File: src/rtl/serial_subtractor_32bit.sv
// Digit-serial subtractor: diff = in1 - in2 - b_in, DIGIT bits per clock,
// LSB digit first, borrow carried between cycles in a register.
// Optional feature macro: SUB_OVERFLOW_EN adds the registered ovf output
// (two's-complement signed overflow of the same subtraction).
// WIDTH is expected to be a multiple of DIGIT and larger than DIGIT.
//
// state | meaning
// IDLE  | waiting for start, result registers hold last value
// RUN   | one digit subtracted per clock, N clocks total
// DONE  | result just written, done high; start here chains a new operation
module serial_subtractor_32bit #(
    parameter int WIDTH = 32,
    parameter int DIGIT = 1
) (
    input  logic             clk,
    input  logic             rst_n,
    input  logic             start,
    input  logic [WIDTH-1:0] in1,
    input  logic [WIDTH-1:0] in2,
    input  logic             b_in,
    output logic [WIDTH-1:0] diff,
    output logic             b_out,
    output logic             busy,
    output logic             done
`ifdef SUB_OVERFLOW_EN
    ,
    output logic             ovf
`endif
);

    localparam int N = WIDTH / DIGIT;
    localparam int CNT_W = (N > 1) ? $clog2(N) : 1;
    localparam logic [CNT_W-1:0] CNT_LAST = CNT_W'(N - 1);

    typedef enum logic [1:0] {
        IDLE = 2'd0,
        RUN  = 2'd1,
        DONE = 2'd2
    } state_t;

    state_t state;
    state_t state_nxt;

    logic [WIDTH-1:0] a_sh;
    logic [WIDTH-1:0] b_sh;
    logic [WIDTH-1:0] res_sh;
    logic             borrow;
    logic [CNT_W-1:0] cnt;
    logic             capture;
    logic             last_digit;
    logic [DIGIT:0]   stage;
    logic [DIGIT-1:0] dig;
    logic             dig_bo;

    // Operands are only accepted while not busy (IDLE or DONE).
    assign capture    = start && (state != RUN);
    assign last_digit = (state == RUN) && (cnt == '0);

    // One DIGIT-wide ripple-borrow stage on the current low digit.
    always_comb begin
        stage  = {1'b0, a_sh[DIGIT-1:0]} - {1'b0, b_sh[DIGIT-1:0]}
                 - {{DIGIT{1'b0}}, borrow};
        dig    = stage[DIGIT-1:0];
        dig_bo = stage[DIGIT];
    end

    // State register.
    always_ff @(posedge clk or negedge rst_n) begin
        if (!rst_n) begin
            state <= IDLE;
        end else begin
            state <= state_nxt;
        end
    end

    // Next-state and status outputs.
    always_comb begin
        state_nxt = state;
        busy      = 1'b0;
        done      = 1'b0;
        case (state)
            IDLE: begin
                if (start) state_nxt = RUN;
            end
            RUN: begin
                busy = 1'b1;
                if (cnt == '0) state_nxt = DONE;
            end
            DONE: begin
                done      = 1'b1;
                state_nxt = start ? RUN : IDLE;
            end
            default: state_nxt = IDLE;
        endcase
    end

    // Operand shifters, carried borrow and digit down-counter.
    always_ff @(posedge clk or negedge rst_n) begin
        if (!rst_n) begin
            a_sh   <= '0;
            b_sh   <= '0;
            res_sh <= '0;
            borrow <= 1'b0;
            cnt    <= '0;
        end else if (capture) begin
            a_sh   <= in1;
            b_sh   <= in2;
            borrow <= b_in;
            cnt    <= CNT_LAST;
        end else if (state == RUN) begin
            a_sh   <= a_sh >> DIGIT;
            b_sh   <= b_sh >> DIGIT;
            res_sh <= {dig, res_sh[WIDTH-1:DIGIT]};
            borrow <= dig_bo;
            cnt    <= cnt - CNT_W'(1);
        end
    end

    // Visible result registers, written only on the final digit.
    always_ff @(posedge clk or negedge rst_n) begin
        if (!rst_n) begin
            diff  <= '0;
            b_out <= 1'b0;
        end else if (last_digit) begin
            diff  <= {dig, res_sh[WIDTH-1:DIGIT]};
            b_out <= dig_bo;
        end
    end

`ifdef SUB_OVERFLOW_EN
    logic msb_bin;

    // Borrow into the MSB recovered from the MSB sum bit: d = a ^ b ^ bin.
    assign msb_bin = stage[DIGIT-1] ^ a_sh[DIGIT-1] ^ b_sh[DIGIT-1];

    // Signed overflow = borrow into MSB differs from borrow out of MSB.
    always_ff @(posedge clk or negedge rst_n) begin
        if (!rst_n) begin
            ovf <= 1'b0;
        end else if (last_digit) begin
            ovf <= msb_bin ^ dig_bo;
        end
    end
`endif

endmodule

File: config.mk
export PLATFORM = sky130hd
export DESIGN_NAME = serial_subtractor_32bit
export DESIGN_NICKNAME = d
export VERILOG_FILES = /design/src/rtl/serial_subtractor_32bit.sv
export SDC_FILE = /design/constraint.sdc
export NUM_CORES = 1
export LEC_CHECK = 0
export CAP_MARGIN = 15
export CORE_MARGIN = 2
export CORE_UTILIZATION = 52
export CTS_CLUSTER_SIZE = 40
export DETAILED_ROUTE_END_ITERATION = 10
export PLACE_DENSITY_LB_ADDON = 0.15
export SLEW_MARGIN = 20
export SYNTH_ARGS = -nofsm -noshare
export SYNTH_HDL_FRONTEND = slang
export SYNTH_SLANG_ARGS = --single-unit
File: constraint.sdc
create_clock -name clk -period 5 [get_ports clk]
set_clock_uncertainty 0.1 [all_clocks]
set_input_delay 1 -clock clk [delete_from_list [all_inputs] [get_ports clk]]
set_output_delay 1 -clock clk [all_outputs]
set_load 0.01 [all_outputs]
==> metrics <==
initial antenna violation count 0; Filler cells 841; critical path class flop to primary output; IO Port Bufs 102; final cell count without fillers 761; top-count cell post-synth nand2_1; met3 WL 574 µm; synth unique cells 26; site row count 38; RePlAce Congestion 0.754; hold depth 2; Max Slew Vio Count 0; via count 3928; die area 0.0120 mm²; core area 0.0109 mm²; largest net degree at the start of global routing 139; CTS resizes 0; Worst setup EP type primary output; reg2reg start state[1]$_DFFE_PN0P_; pre-CTS setup slack 2.45 ns; Fmax 334 MHz; ys async rst share 100%; Synth area leaders dfrtp_1 (59%), mux2i_1 (11%), nand2_1 (10%); max cap viols 0; leakage power 3.72 nW; DR vias/cell 5.16; Total GRT Usage 19.9%; HPWL after DPL 6810 µm; # hold bufs at CTS 0; slew at the pin with the worst max-slew slack 0.996 ns; Synth Instances 518; Hold Startpoint b_sh[19]$_DFFE_PN0P_; Mapped Area 0.00581 mm²; Top FF cell, synth dfrtp_1; Clock Pin Slew Worst Setup and Hold Paths 0.06 ns; Inserted Clock Buffers 17; die height 110 µm; Yosys warnings 0; Worst Setup SP state[1]$_DFFE_PN0P_; Post-Syn Nets 588; CTS tree done; # clock sinks 136; Critical Path RT 3.90 ns; Final Hold Viols 0; reg2reg setup slack 2.89 ns; PwrDens 579 mW/mm²; first-pass GRT wire length 18500 µm; DP Cell Count 730; antenna cells 0; outcome finished clean; Worst VDD drop 0.322 mV; clock latency on the worst-skew pair 0.52 ns; Routed WL per cell 14.4 µm; Yosys top cell area share 58.6%; H-tree Lvls 4; final period utilization 59.9%; Reg2Reg Depth 5; Finish-stage setup viols 0; Worst Hold End b_sh[18]$_DFFE_PN0P_; die width 110 µm; Starting Density 53.3%; post-CTS setup buffers 0; synthesis-stage register bit count 136; M1 WL 4850 µm; crit path time final 3.00 ns; r2r endpoint cnt[2]$_DFFE_PN0P_; Startpoint Class flop; DRC marker count from the first detailed-route iteration 221; share of layout cells above drive strength 1 11.6%; final wirelength 10900 µm; Setup WS post-layout 2.00 ns; number of global-route vias before repair 3938; TNS Setup 0 ns; PnR Total Power 4.34 mW; clock root cell clkbuf_8; Critical Path Fanout Max 30; WP data arrival 1.90 ns; Post-DRT Antenna Nets 0; 1st-pass router iterations 6; Post-synth EDFFs 0; met2 wire len 5390 µm; Seq/Total Area, Yosys 58.6%; headroom to the max-slew limit 33.6%; I/O pins 103; Syn Area/Cell 11.2 µm²; max layer used met4; Hold WC Path Type flop to flop; DRC 0; worst-case clock buffer depth 2; area leader, netlist dfrtp_1; Nets 679; Layout Area Growth over Synthesis 29.1%; top cells by count, synth nand2_1 (154), dfrtp_1 (136), o21ai_0 (70); GRT overflow 0; unrepaired setup endpoints after global routing false
==> cell type report <==
class	instances	area, µm²	area share [%]
Sequential cell	136	3400	45.4
Clock inverter	11	169	2.25
Multi-Input combinational cell	342	2210	29.5
Timing Repair Buffer	105	1050	14.0
Tap cell	140	175	2.34
Inverter	7	28.8	0.384
Clock buffer	20	455	6.08
==> worst max-delay path: stages (launching register included) <==
cell	delay, ns
dfrtp_1	0.37
nand2b_1	0.19
inv_4	0.23
clkdlybuf4s50_1	0.59
==> how the worst max path moves through the flow <==
stage                           end  cells after the start
2_1_floorplan                  busy                      5
3_3_place_gp   a_sh[24]$_DFFE_PN0P_                      3
3_5_place_dp   a_sh[18]$_DFFE_PN0P_                      3
4_1_cts                        busy                      3
5_1_grt                        busy                      3
6_report                       busy                      3
==> state kept, by name, summed over array words and instances, names as in the netlist <==
name and flops:
cnt 5, state 2, borrow 1, res_sh 31, b_sh 32, b_out 1, a_sh 32, diff 32
==> metrics by stage <==
stage / hold WS (ns) / cell area, µm² / utilization (%)
floorplan: 0.342 / 5810 / -
global placement: 0.357 / 6860 / 63.0
detailed placement: 0.370 / 6860 / 63.0
CTS: 0.382 / 7490 / 68.8
global route: 0.405 / 7490 / 68.8
finish: 0.378 / 7490 / 68.8
==> report_power, final <==
part	switching [mW]	internal, mW
clock	0.454	0.848
sequential	0.283	1.55
combinational	0.629	0.576
total	1.37	2.97
==> layout by cell type (no fill, tap or decap), drive strengths merged, types with 2 or more instances in the layout <==
cell type / count
buf: 5
bufinv: 4
clkbuf: 20
clkdlybuf4s50: 100
clkinv: 4
dfrtp: 136
inv: 9
mux2: 32
mux2i: 66
nand2: 155
nor2: 2
nor3: 6
o21ai: 70
==> per-layer routing <==
metal  vias to the layer above  track usage [%]
li1                       1914                -
met1                      1918             25.9
met2                        87             31.8
met3                         9             6.05
met4                         0             6.78
met5                         -                0
==> kinds of logic (layout without fill, tap and decap cells) <==
group	count (synthesis)	after routing	synth area share (%)
simple gates	168	168	11.7
mux	98	98	19.4
flops	136	136	58.6
fa+ha+maj	2	2	0.560
compound gates	74	74	6.47
buf+inv	40	143	3.25
Power figures use the tool's default switching activity.
